**src/rtl/score_pkg.sv**
```systemverilog
`default_nettype none
// ---------------------------------------------------------------------------
// score_pkg: controller state type and sizing helpers for score_tracker. Rev 1.0
// ---------------------------------------------------------------------------
package score_pkg;

  typedef enum logic [1:0] {
    IDLE = 2'd0,
    RUN  = 2'd1,
    DONE = 2'd2
  } state_e;

  function automatic int mult_width(input int max_mult);
    return $clog2(max_mult + 1);
  endfunction

  // Streak stops growing once the multiplier has reached its ceiling.
  function automatic int streak_max(input int streak_len, input int max_mult);
    return streak_len * (max_mult - 1);
  endfunction

  function automatic int streak_width(input int streak_len, input int max_mult);
    int w;
    w = $clog2(streak_max(streak_len, max_mult) + 1);
    return (w < 1) ? 1 : w;
  endfunction

  function automatic int leader_width(input int num_players);
    return (num_players > 1) ? $clog2(num_players) : 1;
  endfunction

endpackage
`default_nettype wire

```
**src/rtl/score_lane.sv**
```systemverilog
`default_nettype none
// ---------------------------------------------------------------------------
// score_lane: one player's saturating score, streak and multiplier. Rev 1.0
// ---------------------------------------------------------------------------
module score_lane
  import score_pkg::*;
#(
  parameter int SCORE_W    = 8,
  parameter int STREAK_LEN = 4,
  parameter int MAX_MULT   = 4,
  parameter int MW         = mult_width(MAX_MULT)
) (
  input  logic               clkIn,
  input  logic               reset,
  input  logic               clear,
  input  logic               enable,
  input  logic               hit,
  input  logic               miss,
  output logic [SCORE_W-1:0] score,
  output logic [MW-1:0]      mult
);

  localparam int SMAX = streak_max(STREAK_LEN, MAX_MULT);
  localparam int SW   = streak_width(STREAK_LEN, MAX_MULT);

  logic [SCORE_W-1:0] score_q, score_d;
  logic [SW-1:0]      streak_q, streak_d;
  logic [SCORE_W:0]   sum;

  assign mult  = MW'(int'(streak_q) / STREAK_LEN + 1);
  assign sum   = {1'b0, score_q} + (SCORE_W + 1)'(mult);
  assign score = score_q;

  // A hit takes priority over a simultaneous miss.
  always_comb begin
    score_d  = score_q;
    streak_d = streak_q;
    if (clear) begin
      score_d  = '0;
      streak_d = '0;
    end else if (enable && hit) begin
      score_d = sum[SCORE_W] ? {SCORE_W{1'b1}} : sum[SCORE_W-1:0];
      if (int'(streak_q) < SMAX) begin
        streak_d = streak_q + SW'(1);
      end
    end else if (enable && miss) begin
      streak_d = '0;
    end
  end

  always_ff @(posedge clkIn or negedge reset) begin
    if (!reset) begin
      score_q  <= '0;
      streak_q <= '0;
    end else begin
      score_q  <= score_d;
      streak_q <= streak_d;
    end
  end

endmodule
`default_nettype wire

```
**src/rtl/score_tracker.sv**
```systemverilog
`default_nettype none
// ---------------------------------------------------------------------------
// score_tracker: round controller, per-player lanes, leader/tie and high score. Rev 1.0
// ---------------------------------------------------------------------------
module score_tracker
  import score_pkg::*;
#(
  parameter int NUM_PLAYERS = 2,
  parameter int SCORE_W     = 8,
  parameter int STREAK_LEN  = 4,
  parameter int MAX_MULT    = 4
) (
  input  logic                                         clkIn,
  input  logic                                         reset,
  input  logic                                         game_active,
  input  logic                                         timer_expired,
  input  logic [NUM_PLAYERS-1:0]                       hit,
  input  logic [NUM_PLAYERS-1:0]                       miss,
  output logic [NUM_PLAYERS*SCORE_W-1:0]               score,
  output logic [NUM_PLAYERS*mult_width(MAX_MULT)-1:0]  mult,
  output logic [SCORE_W-1:0]                           high_score,
  output logic                                         new_high,
  output logic [leader_width(NUM_PLAYERS)-1:0]         leader,
  output logic                                         tie
);

  localparam int MW = mult_width(MAX_MULT);
  localparam int LW = leader_width(NUM_PLAYERS);

  state_e                       state_q, state_d;
  logic                         clear, enable;
  logic [SCORE_W-1:0]           high_q, high_d;
  logic                         new_high_q, new_high_d;
  logic [NUM_PLAYERS*SCORE_W-1:0] scores;
  logic [SCORE_W-1:0]           max_score;
  logic [LW-1:0]                lead_idx;

  for (genvar g = 0; g < NUM_PLAYERS; g++) begin : g_lane
    score_lane #(
      .SCORE_W   (SCORE_W),
      .STREAK_LEN(STREAK_LEN),
      .MAX_MULT  (MAX_MULT),
      .MW        (MW)
    ) u_lane (
      .clkIn (clkIn),
      .reset (reset),
      .clear (clear),
      .enable(enable),
      .hit   (hit[g]),
      .miss  (miss[g]),
      .score (scores[g*SCORE_W +: SCORE_W]),
      .mult  (mult[g*MW +: MW])
    );
  end

  // Strict '>' keeps the lowest index as leader among equal maxima.
  always_comb begin
    max_score = scores[SCORE_W-1:0];
    lead_idx  = '0;
    tie       = 1'b0;
    for (int i = 1; i < NUM_PLAYERS; i++) begin
      if (scores[i*SCORE_W +: SCORE_W] > max_score) begin
        max_score = scores[i*SCORE_W +: SCORE_W];
        lead_idx  = LW'(i);
        tie       = 1'b0;
      end else if (scores[i*SCORE_W +: SCORE_W] == max_score) begin
        tie = 1'b1;
      end
    end
  end

  // Lanes are enabled only on RUN cycles that stay in RUN.
  always_comb begin
    state_d    = state_q;
    clear      = 1'b0;
    enable     = 1'b0;
    high_d     = high_q;
    new_high_d = 1'b0;
    case (state_q)
      IDLE: begin
        if (game_active) begin
          state_d = RUN;
          clear   = 1'b1;
        end
      end
      RUN: begin
        if (timer_expired || !game_active) begin
          state_d = DONE;
          if (max_score > high_q) begin
            high_d     = max_score;
            new_high_d = 1'b1;
          end
        end else begin
          enable = 1'b1;
        end
      end
      DONE: begin
        if (game_active && !timer_expired) begin
          state_d = RUN;
          clear   = 1'b1;
        end
      end
      default: state_d = IDLE;
    endcase
  end

  always_ff @(posedge clkIn or negedge reset) begin
    if (!reset) begin
      state_q    <= IDLE;
      high_q     <= '0;
      new_high_q <= 1'b0;
    end else begin
      state_q    <= state_d;
      high_q     <= high_d;
      new_high_q <= new_high_d;
    end
  end

  assign score      = scores;
  assign high_score = high_q;
  assign new_high   = new_high_q;
  assign leader     = lead_idx;

endmodule
`default_nettype wire

```
**config.mk**
```make
export PLATFORM = sky130hd
export DESIGN_NAME = score_tracker
export DESIGN_NICKNAME = d
export VERILOG_FILES = /design/src/rtl/score_pkg.sv /design/src/rtl/score_lane.sv /design/src/rtl/score_tracker.sv
export SDC_FILE = /design/constraint.sdc
export NUM_CORES = 1
export LEC_CHECK = 0
export ABC_AREA = 1
export BUFFER_PORTS_ARGS = -buffer_cell sky130_fd_sc_hd__clkbuf_2
export CORE_AREA = 4 4 80 82
export DETAILED_ROUTE_END_ITERATION = 16
export DIE_AREA = 0 0 84 86
export PLACE_DENSITY = 0.73
export REMOVE_ABC_BUFFERS = 1
export SETUP_SLACK_MARGIN = 0.2
export SYNTH_ARGS = -nofsm -noshare
export SYNTH_HDL_FRONTEND = slang
export SYNTH_HIERARCHICAL = 1
export SYNTH_SLANG_ARGS = --single-unit
```
**constraint.sdc**
```tcl
create_clock -name clkIn -period 3.5 [get_ports clkIn]
set_input_delay 0.525 -clock clkIn [delete_from_list [all_inputs] [get_ports clkIn]]
set_output_delay 0.525 -clock clkIn [all_outputs]
set_load 0.05 [all_outputs]
```
==> impl_metrics.toml <==
[outcome]
outcome = "completed"

[logic_synthesis]
syn_area_per_cell_sq_um = 7.25
synth_most_common_cell = "nand2_1"
synth-seq-cells = 35
synthCells = 387
yosysUniqueCellTypes = 30
yosysSeqAreaShare = 0.312
async_flop_share = 1.00
synth_top_cell_by_area = "dfrtp_1"
yosysWarnings = 6
synth_top_cells_by_count = "nand2_1 (124), inv_1 (64), nand3_1 (44), dfrtp_1 (35), ha_1 (26)"
syn-cell-area_sq_mm = 0.00281
synth_top_area_share = 0.312
synth.area.top_cells = "dfrtp_1 (31%), nand2_1 (17%), ha_1 (12%)"
synth_edf_count = 0
ys.flop_type = "dfrtp_1"

[critical_path]
cp.required_ns = 3.68
rr_startpoint = "g_lane[0].u_lane/score[3]"
crit_path_start = "g_lane[0].u_lane/score[3]"
cp.arrival_ns = 3.18
cp-end-kind = "register"
path_max_fanout = 10
path_class = "reg2reg"
cp-start-kind = "register"

[sta]
fin_crit_ns = 3.00
period_share = 0.856
finalHoldViolCount = 0
slew-limit-headroom = 0.425
setup_violations = 0
max_freq_mhz = 334
fin_setup_tns_ns = 0
finClkSkew_ns = 0.00403
finalMaxSlewViolations = 0
rsz0062_at_grt = "false"
worstMarginPinSlew_ns = 0.863

[finish]
drive_above_1_share = 0.211
num_antenna_cells = 0
final_nets = 472
areaGrowthSynthToFinish_pct = 14.8
final_cell_area_sq_mm = 0.00322
fin_util = 0.561
nFillCells = 555
layout.cells.non_filler = 512

[run]
cap_violations = 0

[clock_tree]
hold_buffers = 0
h-tree-depth = 2
clk_path_buf_depth = 2
cts_buffers = 5
cts_sinks = 35
path_clk_slew_ns = 0.07
cts_tree = "built"
clk_latency_ns = 0.29
cts-root-buf = "clkbuf_8"

[pwr]
powerDensity_mw_per_mm2 = 560
power.leakage_nw = 1.76
finalPower_w = 0.00180
max-vdd-ir-drop_v = 0.000402

[route]
drc_errors = 0
dr.first_iter.drc_count = 117
routed_wl_um = 6210
via_count = 2505
via_per_inst = 4.89
wl_per_cell_um = 12.1
ant_nets = 0
dr.pass1.iters = 4

[placement]
routabilityCongestion = 0.861
io_buffers = 40
placed_area_sq_mm = 0.00311
hpwl_um = 4980
placedCellCount = 503

[floorplanning]
die_w_um = 84
std_cell_rows = 28
fp.dieH_um = 86
dieArea_sq_mm = 0.00722
start_util = 0.488
core-area_sq_mm = 0.00575
io_pins = 41

[global_routing]
grt_usage = 0.183
antenna_found_initial = 0
grt_max_degree = 36
grt_pass1_wl_um = 10600
grt-ovfl-total = 0
grt_pass1_vias = 2372

[worst_hold_path]
hp-class = "in2async"
## power by group
part           internal (W)  switching (W)
clock              0.000180       0.000148
combinational      0.000290       0.000655
sequential         0.000472      0.0000575
## timing repair
item	4_1_cts	5_1_grt
setup endpoints to repair	0	8
gates resized for setup	0	1
setup buffers	0	0
## metrics by stage
stage / worst slack [ns] / hold slack [ns]
floorplan: 0.446 / 0.229
global placement: 0.604 / 0.495
detailed placement: 0.501 / 0.505
CTS: 0.474 / 0.382
global route: 0.203 / 0.424
finish: 0.504 / 0.333
## kinds of logic (layout without fill, tap and decap cells)
| group | Yosys count | after routing | share of synthesized area |
|---|---|---|---|
| buffers and inverters | 75 | 124 | 0.105 |
| XOR/XNOR | 4 | 4 | 0.0125 |
| AND/OR/NAND/NOR | 217 | 217 | 0.372 |
| adder cells (fa/ha/maj) | 28 | 28 | 0.130 |
| flip-flops | 35 | 35 | 0.312 |
| AO/OA/AOI/OAI | 28 | 29 | 0.0687 |
## final timing paths
path,end,slack [ns],depth (start not counted)
worst max-delay path,high_score[7],0.50,16
worst min-delay path,g_lane[0].u_lane/streak_q[3],0.33,1
worst max register to register,high_score[7],0.50,16
worst min register to register,high_score[0],0.52,2
max in group asynchronous,g_lane[0].u_lane/score[6],2.62,1
min in group clkIn,high_score[0],0.52,2
## flip-flops by register name, indices dropped and copies added, names as in the netlist
name,count
state_q,2
g_lane.u_lane/streak_q,8
new_high,1
high_score,8
g_lane.u_lane/score,16
## critical path, stage by stage, from the launching register on
cell and delay [ns]:
dfrtp_1 0.50, inv_1 0.12, ha_1 0.32, nand2_1 0.06
inv_2 0.06, nand4_2 0.26, nand2_4 0.21, nand2_1 0.08
and2_1 0.15, ha_1 0.29, nand2_1 0.07, nor2_1 0.15
nand2_1 0.14, a21oi_4 0.26, inv_4 0.08, nand2_1 0.07
nand2_1 0.05
## cells in the final DEF (no fill, tap or decap), drive strengths merged
master / count
nand2: 143
fa: 2
buf: 1
a21o: 3
dfrtp: 35
a211oi: 1
nor2: 14
or2: 2
nor3: 1
nand3: 46
clkbuf: 48
nand4: 4
o21a: 2
a21oi: 11
o21ai: 12
ha: 26
and2: 7
inv: 73
xor2: 4
clkinv: 2
## per-layer routing
metal / GRT usage / routed length, um / vias to the layer above
li1: - / - / 1309
met1: 0.225 / 2760 / 1125
met2: 0.313 / 3020 / 59
met3: 0.0327 / 266 / 12
met4: 0.0863 / 168 / 0
met5: 0 / 0 / -
## area by class of cell
class | instances | area [sq um] | share of cell area
inverter | 75 | 294 | 0.0913
timing repair buffer | 41 | 208 | 0.0645
multi-input combinational | 278 | 1650 | 0.512
clock buffer | 8 | 100 | 0.0311
sequential | 35 | 876 | 0.272
tap | 75 | 93.8 | 0.0291
Power figures use the tool's default switching activity.
